**src/rtl/tx_buffer_reader_pkg.sv**
```systemverilog
// tx_buffer_reader_pkg: shared widths, FSM states and keep decode for the TX buffer reader.
package tx_buffer_reader_pkg;
  localparam int DEF_ADDR_W = 14;
  localparam int DEF_DATA_W = 32;
  localparam int DEF_LEN_W = 14;
  localparam logic [3:0] KEEP_ALL = 4'b1111;
  typedef enum logic [1:0] {S_IDLE, S_READ, S_DRAIN} state_t;
  // Bytes fill from the MSB (network order); 0 means a full word.
  function automatic logic [3:0] keep_decode(input logic [1:0] lb);
    return lb == 2'd0 ? KEEP_ALL : ~(4'b1111 >> lb);
  endfunction
endpackage

```
**src/rtl/tx_buffer_reader_skid_fifo2.sv**
```systemverilog
// skid_fifo2: two-entry register FIFO with head register driving the output directly.
module skid_fifo2 #(
  parameter int W = 8
) (
  input  logic         clk,
  input  logic         reset,
  input  logic         i_push,
  input  logic         i_pop,
  input  logic [W-1:0] i_data,
  output logic [W-1:0] o_data,
  output logic         o_valid,
  output logic [1:0]   o_count
);
  logic [W-1:0] r_d0, r_d1;
  logic [1:0]   r_count;
  always_ff @(posedge clk) begin
    if (reset) begin
      r_d0 <= '0;
      r_d1 <= '0;
      r_count <= '0;
    end else begin
      r_count <= r_count + {1'b0, i_push} - {1'b0, i_pop};
      if (i_pop) r_d0 <= r_count == 2'd2 ? r_d1 : i_data;
      else if (i_push && r_count == 2'd0) r_d0 <= i_data;
      if (i_push && (r_count == 2'd2 || (r_count == 2'd1 && !i_pop))) r_d1 <= i_data;
    end
  end
  assign o_data = r_d0;
  assign o_valid = r_count != 2'd0;
  assign o_count = r_count;
endmodule

```
**src/rtl/tx_buffer_reader.sv**
```systemverilog
// tx_buffer_reader: reads a command's words from buffer memory and streams them out with backpressure.
module tx_buffer_reader
  import tx_buffer_reader_pkg::*;
#(
  parameter int ADDR_W = DEF_ADDR_W,
  parameter int DATA_W = DEF_DATA_W,
  parameter int LEN_W = DEF_LEN_W
) (
  input  logic              clk,
  input  logic              reset,
  input  logic              cmd_valid,
  output logic              cmd_ready,
  input  logic [ADDR_W-1:0] cmd_addr,
  input  logic [LEN_W-1:0]  cmd_len,
  input  logic [1:0]        cmd_last_bytes,
  output logic              mem_rd_en,
  output logic [ADDR_W-1:0] mem_addr_rd,
  input  logic [DATA_W-1:0] mem_data,
  output logic              m_valid,
  input  logic              m_ready,
  output logic [DATA_W-1:0] m_data,
  output logic [3:0]        m_keep,
  output logic              m_last,
  output logic              busy,
  output logic              done
);
  state_t            r_state, w_next;
  logic [ADDR_W-1:0] r_addr;
  logic [LEN_W-1:0]  r_rem;
  logic [3:0]        r_keep;
  logic              r_inflight, r_inflight_last, r_done;
  logic              w_accept, w_pop, w_rd, w_fifo_valid;
  logic [1:0]        w_count;
  logic [DATA_W+4:0] w_head;
  // A read is only issued when its data is guaranteed a FIFO slot on arrival.
  always_comb begin
    cmd_ready = (r_state == S_IDLE) & ~reset;
    w_accept = cmd_valid & cmd_ready;
    w_pop = w_fifo_valid & m_ready;
    w_rd = (r_state == S_READ) && ({1'b0, r_inflight} + w_count - {1'b0, w_pop} < 2'd2);
    w_next = (r_state == S_IDLE && w_accept && cmd_len != '0) ? S_READ :
             (r_state == S_READ && w_rd && r_rem == LEN_W'(1)) ? S_DRAIN :
             (r_state == S_DRAIN && w_pop && m_last) ? S_IDLE : r_state;
  end
  always_ff @(posedge clk) begin
    if (reset) begin
      r_state <= S_IDLE;
      r_addr <= '0;
      r_rem <= '0;
      r_keep <= '0;
      r_inflight <= 1'b0;
      r_inflight_last <= 1'b0;
      r_done <= 1'b0;
    end else begin
      r_state <= w_next;
      r_inflight <= w_rd;
      r_inflight_last <= w_rd && r_rem == LEN_W'(1);
      r_done <= (w_pop & m_last) | (w_accept && cmd_len == '0);
      if (w_accept) begin
        r_addr <= cmd_addr;
        r_rem <= cmd_len;
        r_keep <= keep_decode(cmd_last_bytes);
      end else if (w_rd) begin
        r_addr <= r_addr + ADDR_W'(1);
        r_rem <= r_rem - LEN_W'(1);
      end
    end
  end
  skid_fifo2 #(.W(DATA_W + 5)) u_fifo (
    .clk     (clk),
    .reset   (reset),
    .i_push  (r_inflight),
    .i_pop   (w_pop),
    .i_data  ({r_inflight_last, r_inflight_last ? r_keep : KEEP_ALL, mem_data}),
    .o_data  (w_head),
    .o_valid (w_fifo_valid),
    .o_count (w_count)
  );
  assign mem_rd_en = w_rd;
  assign mem_addr_rd = r_addr;
  assign {m_last, m_keep, m_data} = w_head;
  assign m_valid = w_fifo_valid;
  assign busy = r_state != S_IDLE;
  assign done = r_done;
endmodule

```
**config.mk**
```make
export PLATFORM = sky130hd
export DESIGN_NAME = tx_buffer_reader
export DESIGN_NICKNAME = d
export VERILOG_FILES = /design/src/rtl/tx_buffer_reader_pkg.sv /design/src/rtl/tx_buffer_reader_skid_fifo2.sv /design/src/rtl/tx_buffer_reader.sv
export SDC_FILE = /design/constraint.sdc
export NUM_CORES = 1
export LEC_CHECK = 0
export BUFFER_PORTS_ARGS = -buffer_cell sky130_fd_sc_hd__buf_2
export CORE_MARGIN = 5
export CORE_UTILIZATION = 56
export DETAILED_ROUTE_END_ITERATION = 16
export MAX_ROUTING_LAYER = met4
export PLACE_DENSITY = 0.9
export SLEW_MARGIN = 15
export SYNTH_ARGS = -nofsm -noshare
export SYNTH_HDL_FRONTEND = slang
export SYNTH_SLANG_ARGS = --single-unit
export TNS_END_PERCENT = 1
```
**constraint.sdc**
```tcl
create_clock -name clk -period 4.3 [get_ports clk]
set_input_delay 0.43 -clock clk [delete_from_list [all_inputs] [get_ports clk]]
set_output_delay 0.43 -clock clk [all_outputs]
set_load 0.02 [all_outputs]
```
After elaboration in Yosys (flattened, before gate mapping)
Cells that the tools add are included.
Widths: inputs -> output; s select.
{"block": "classes", "n_addsub": 4, "multipliers": 0, "div": 0, "magnitude_cmp": 1, "n_eq_ne": 5, "n_shift": 1, "n_mux": 12, "bitwise": 7, "n_reduce_logical": 26}
{"operator": "$mux 37", "count": 3}
{"operator": "$mux 14", "count": 4}
{"operator": "$add 14x1->14 const B", "count": 1}
{"operator": "$eq 14x1->1 const B", "count": 1}
{"operator": "$logic_not 14->1", "count": 1}
{"operator": "$reduce_bool 14->1", "count": 1}
{"operator": "$sub 14x1->14 const B", "count": 1}
{"operator": "$logic_and 1x1->1", "count": 12}
{"operator": "$reduce_bool 2->1", "count": 5}
{"operator": "$mux 4", "count": 2}
{"operator": "$logic_not 2->1", "count": 3}
{"operator": "$and 1x1->1", "count": 4}
{"operator": "$eq 2x1->1 const B", "count": 2}
{"operator": "$eq 2x2->1 const B", "count": 2}
{"operator": "$mux 2", "count": 2}
{"operator": "$not 4->4", "count": 1}
{"operator": "$shr 4x2->4 const A", "count": 1}
{"operator": "$reduce_bool 3->1", "count": 1}
{"operator": "$add 2x1->2", "count": 1}
{"operator": "$lt 2x2->1 const B", "count": 1}
{"operator": "$reduce_or 2->1", "count": 1}
{"operator": "$sub 2x1->2", "count": 1}
{"operator": "$logic_not 1->1", "count": 1}
{"operator": "$logic_or 1x1->1", "count": 1}
{"operator": "other kinds (3)", "count": 3}
{"block": "totals", "register_bits": 113, "latch_bits": 0, "mem_bits_rw": 0, "mem_bits_ro": 0, "inputBits": 66, "output_inout_bits": 56, "wordCells": 67, "mem_count": 0}

Logic depth before layout (Yosys ltp)
{"block": "depth", "ltp_word": 9, "depth_mapped": 11, "depth_no_buf": 9}

Modules after synthesis
Synthesis repeated with hierarchy kept, for this count alone.
{"block": "hier_totals", "hier_cells": 641, "hier_area_um2": 6052.1}
{"module": "skid_fifo2", "instances": 1, "cells_each": 385, "area_each_um2": 4088.9, "seq_area_each_um2": 1521.5}
{"module": "tx_buffer_reader", "instances": 1, "cells_each": 256, "area_each_um2": 1963.1, "seq_area_each_um2": 740.7}

Worst setup path before layout
OpenSTA, ideal clock, no wires.
{"block": "synth_timing", "kind": "input -> register", "startpoint": "in m_ready", "endpoint": "reg r_addr[10] (netlist: mem_addr_rd[10])", "setup_ns": 0.103, "arrival_time_ns": 2.495, "required_time_ns": 4.197, "slack_ns": 1.701, "stages": 9, "n_path_buf": 1, "path_cell_list": "clkbuf_1 o21a_1 ha_1 inv_1 ha_1 xor3_2 nor4_4 a211oi_1 a2111oi_2"}
{"block": "synth_between", "elab_chain_len": 5}
{"element": "start: declaration", "line": "tx_buffer_reader.sv:20", "text": "input logic m_ready,"}
{"element": "$and 1x1->1", "line": "tx_buffer_reader.sv:39", "text": "w_pop = w_fifo_valid & m_ready;"}
{"element": "$sub 2x1->2", "line": "tx_buffer_reader.sv:40", "text": "w_rd = (r_state == S_READ) && ({1'b0, r_inflight} + w_count - {1'b0, w_pop} < 2'd2);"}
{"element": "$lt 2x2->1", "line": "tx_buffer_reader.sv:40"}
{"element": "$logic_and 1x1->1", "line": "tx_buffer_reader.sv:40"}
{"element": "$reduce_bool 2->1 (no source line)"}
{"element": "end signal: assignment", "line": "tx_buffer_reader.sv:60", "text": "r_addr <= cmd_addr;"}
{"element": "end signal: assignment", "line": "tx_buffer_reader.sv:64", "text": "r_addr <= r_addr + ADDR_W'(1);"}
{"element": "end: declaration", "line": "tx_buffer_reader.sv:28", "text": "logic [ADDR_W-1:0] r_addr;"}
Every way passes these cells.
A chain may end at the register's enable or synchronous reset.

Worst setup path in the final report
{"block": "layout_timing", "startpoint": "reg u_fifo.r_count[1] (netlist: u_fifo.o_count[1])", "endpoint": "out mem_rd_en"}
{"block": "layout_between", "elab_chain_len": 5, "word_cells_on_any_way": 6, "cone_classes": "add/sub: 2; order compare: 1; bitwise: 1; reduce/logical: 2"}
{"element": "start: declaration", "line": "tx_buffer_reader_skid_fifo2.sv:15", "text": "logic [1:0] r_count;"}
{"element": "start signal: assignment", "line": "tx_buffer_reader_skid_fifo2.sv:22", "text": "r_count <= r_count + {1'b0, i_push} - {1'b0, i_pop};"}
{"element": "branches (longest 2 deep; another with $add 2x1->2)"}
{"element": "$sub 2x1->2 *", "line": "tx_buffer_reader.sv:40"}
{"element": "$lt 2x2->1 *", "line": "tx_buffer_reader.sv:40"}
{"element": "$logic_and 1x1->1 *", "line": "tx_buffer_reader.sv:40"}
{"element": "end: declaration", "line": "tx_buffer_reader.sv:16", "text": "output logic mem_rd_en,"}
Every way passes the cells marked *.

==> run metrics <==
CP max FO=20; setup_tns=0 ns; EDFF count, synth=0; final setup fails=0; mux cell area share after synthesis=0.417%; hold depth=3; critical path type=flip-flop to output port; fin crit share=between 70 and 80%; Routed Antenna Nets=0; Die Width=around 110 µm; Cell Int Power=about 2.7 mW; Detailed Place HPWL=8860 µm; post-synth cell types=between 50 and 60; multi-input logic area=approximately 0.0026 mm²; max-cap violation count=0; GRT overflow=0; setup bufs post-CTS=0; VDD IR max=between 0.0003 and 0.0004 V; antenna violations before repair=0; Adder-Cell Fraction of Synth Area=around 1.7%; Gates resized, CTS repair=0; PD cells=673 mW/mm²; sequential cell area=0.00226 mm²; clk buf depth=2; Ys Warns=0; clock power share=between 30% and 40%; Compound-Gate Fraction of Synth Area=a little over a fifth; initial core utilization=between 50% and 60%; Die Height=around 110 µm; normalized max-slew margin=around 33%; final wirelength=between 10,000 and 15,000 µm; Cell Rows=34; Net Switching=1.54 mW; Yosys top cell area share=between 40% and 50%; Async S/R FF share, synth=0%; Yosys top cell by area=dfxtp_1; Simple-Gate Fraction of Synth Area=~27%; Placer Congestion=0.911; Hold Vio Cnt, Final=0; vias per cell=approximately 6.1; Syn Area/Cell=8.10 µm²; RSZ-0062 raised after global routing=false; Clk Latency, worst-skew pair=~0.52 ns; die area=~0.011 mm²; leakage=between 2 and 3 nW; nets@finish=about 800; CTS tree=done; Hold Path Class=input port to flip-flop; Util after Layout=just over 70%; required time of the critical path=between 3 and 4 ns; IO Pins=around 120; Filler Cell Count=roughly 630; Root Driver=clkbuf_8; Num CTS Buffers=17; DRT iter0 DRCs=494; status=finished, final reports clean; Slew @ Worst Pin=1.01 ns; WL/cell=~17 µm; synthesis-to-layout area growth=24.5%; vias in the first global route=between 5,000 and 6,000; xor/xnor share of the synthesized area=1.11%; crit end category=output port; Max Slew Vio Count=0; switching part of the total=36.2%; Residual DRC=0; PortBufs=between 100 and 150; most frequent cells after synthesis=130 x nand2_1, 113 x dfxtp_1, 61 x nor2_1; combinational power share=a little under a third; Mapped Area=~0.0051 mm²; diode count=0; Synth Flop Type=dfxtp_1; startpoint types=flip-flop; share of power burned in registers=about a third; flops & latches, synth=about 110; routed via count=5,219; clock sinks=approximately 110; H-tree levels=4; DR pass1 iterations=6; Reg2Reg Depth=8; fmax=slightly below 300 MHz; WP data arrival=2.92 ns; min cycle time layout=3.35 ns; Tot GR Track Use=between 20% and 30%; top post-synthesis cells by area=dfxtp_1 44%, nand2_1 9.6%, a311oi_1 6.5%; area of the core=about 0.0088 mm²; largest net degree at the start of global routing=86; most frequent cell after synthesis=nand2_1; layout cells sized above 1=approximately a quarter; hold buffers post-CTS=0; Synth Net Count=702; Synth Instances=between 600 and 700; main combinational cell family by area after synthesis=simple AND/OR/NAND/NOR gates; post-synthesis sequential area ratio=between 40% and 50%; clock-pin slew of the registers on the worst-case setup and hold paths=about 0.06 ns; Setup Skew=roughly 0.011 ns; first-pass GRT wire length=24,300 µm
[cells in the final DEF, fill, tap and decap left out, types with 7 or more instances in the layout]
cell,n
nand2_1,130
buf_2,120
dfxtp_1,113
nor2_1,61
a21oi_1,49
nand3_1,38
a311oi_1,38
a211oi_1,16
clkbuf_16,16
inv_1,11
a31oi_1,10
and3_1,9
buf_4,8
nor2b_1,7
nor4_1,7
nor3_1,7
ha_1,7
[state kept, by name (all words and copies together) (netlist names)]
register         count
u_fifo.o_count       2
r_inflight           1
r_keep               4
mem_addr_rd         14
u_fifo.r_d1         37
u_fifo.o_data       37
r_state              2
r_inflight_last      1
r_rem               14
done                 1
[critical path: stages, from the launching register on]
cell	delay [ns]
dfxtp_1	0.37
o21a_1	0.26
ha_1	0.31
inv_1	0.05
ha_1	0.20
xnor3_1	0.35
nand2_1	0.28
inv_2	0.35
buf_2	0.24
[power groups by stage]
stage	clock, mW	sequential, mW	combinational [mW]
floorplan	0	1.60	0.757
global placement	0	1.41	1.27
detailed placement	0	1.42	1.31
CTS	1.50	1.40	1.35
global route	1.55	1.44	1.48
finish	1.50	1.41	1.36
[worst paths after layout]
path,slack (ns),from,to
max reg2reg,1.43,u_fifo.o_count[1],mem_addr_rd[10]
min,0.16,cmd_len[0],r_rem[0]
min reg2reg,0.45,u_fifo.o_data[34],u_fifo.o_data[34]
max,0.95,u_fifo.o_count[1],mem_rd_en
[routing by layer]
metal	up-vias	track usage (%)	wire length (µm)
met5	-	-	0
met4	0	10.3	360
met3	46	6.23	1210
met2	279	44.2	7140
met1	2441	32.5	5740
li1	2453	-	-
[through the flow]
stage	area [µm²]	setup slack (ns)	hold WS [ns]	cells	power (mW)
floorplan	5090	1.70	0.437	629	2.35
global placement	5710	1.58	0.436	817	2.68
detailed placement	5710	1.49	0.440	817	2.74
CTS	6340	0.981	0.149	849	4.26
global route	6340	0.833	0.160	849	4.47
finish	6340	0.948	0.162	849	4.27
[logic make-up (layout without fill, tap and decap cells)]
group / after synthesis / after routing
buffers and inverters: 60 / 172
DFF: 113 / 113
AOI/OAI and AO/OA: 150 / 150
adders and majority gates: 7 / 7
and+or+nand+nor: 294 / 294
xor gates and xnor gates: 3 / 3
muxes: 2 / 2
[final cells by class]
cell class              count  area share (%)
inverters                  12           0.710
well taps                 108            2.13
repair buffers            128            10.4
clock buffers              18            6.59
multi-input cells         456            41.1
clock inverters            14            3.35
flip-flops and latches    113            35.7
(Power assumes the default switching activity.)
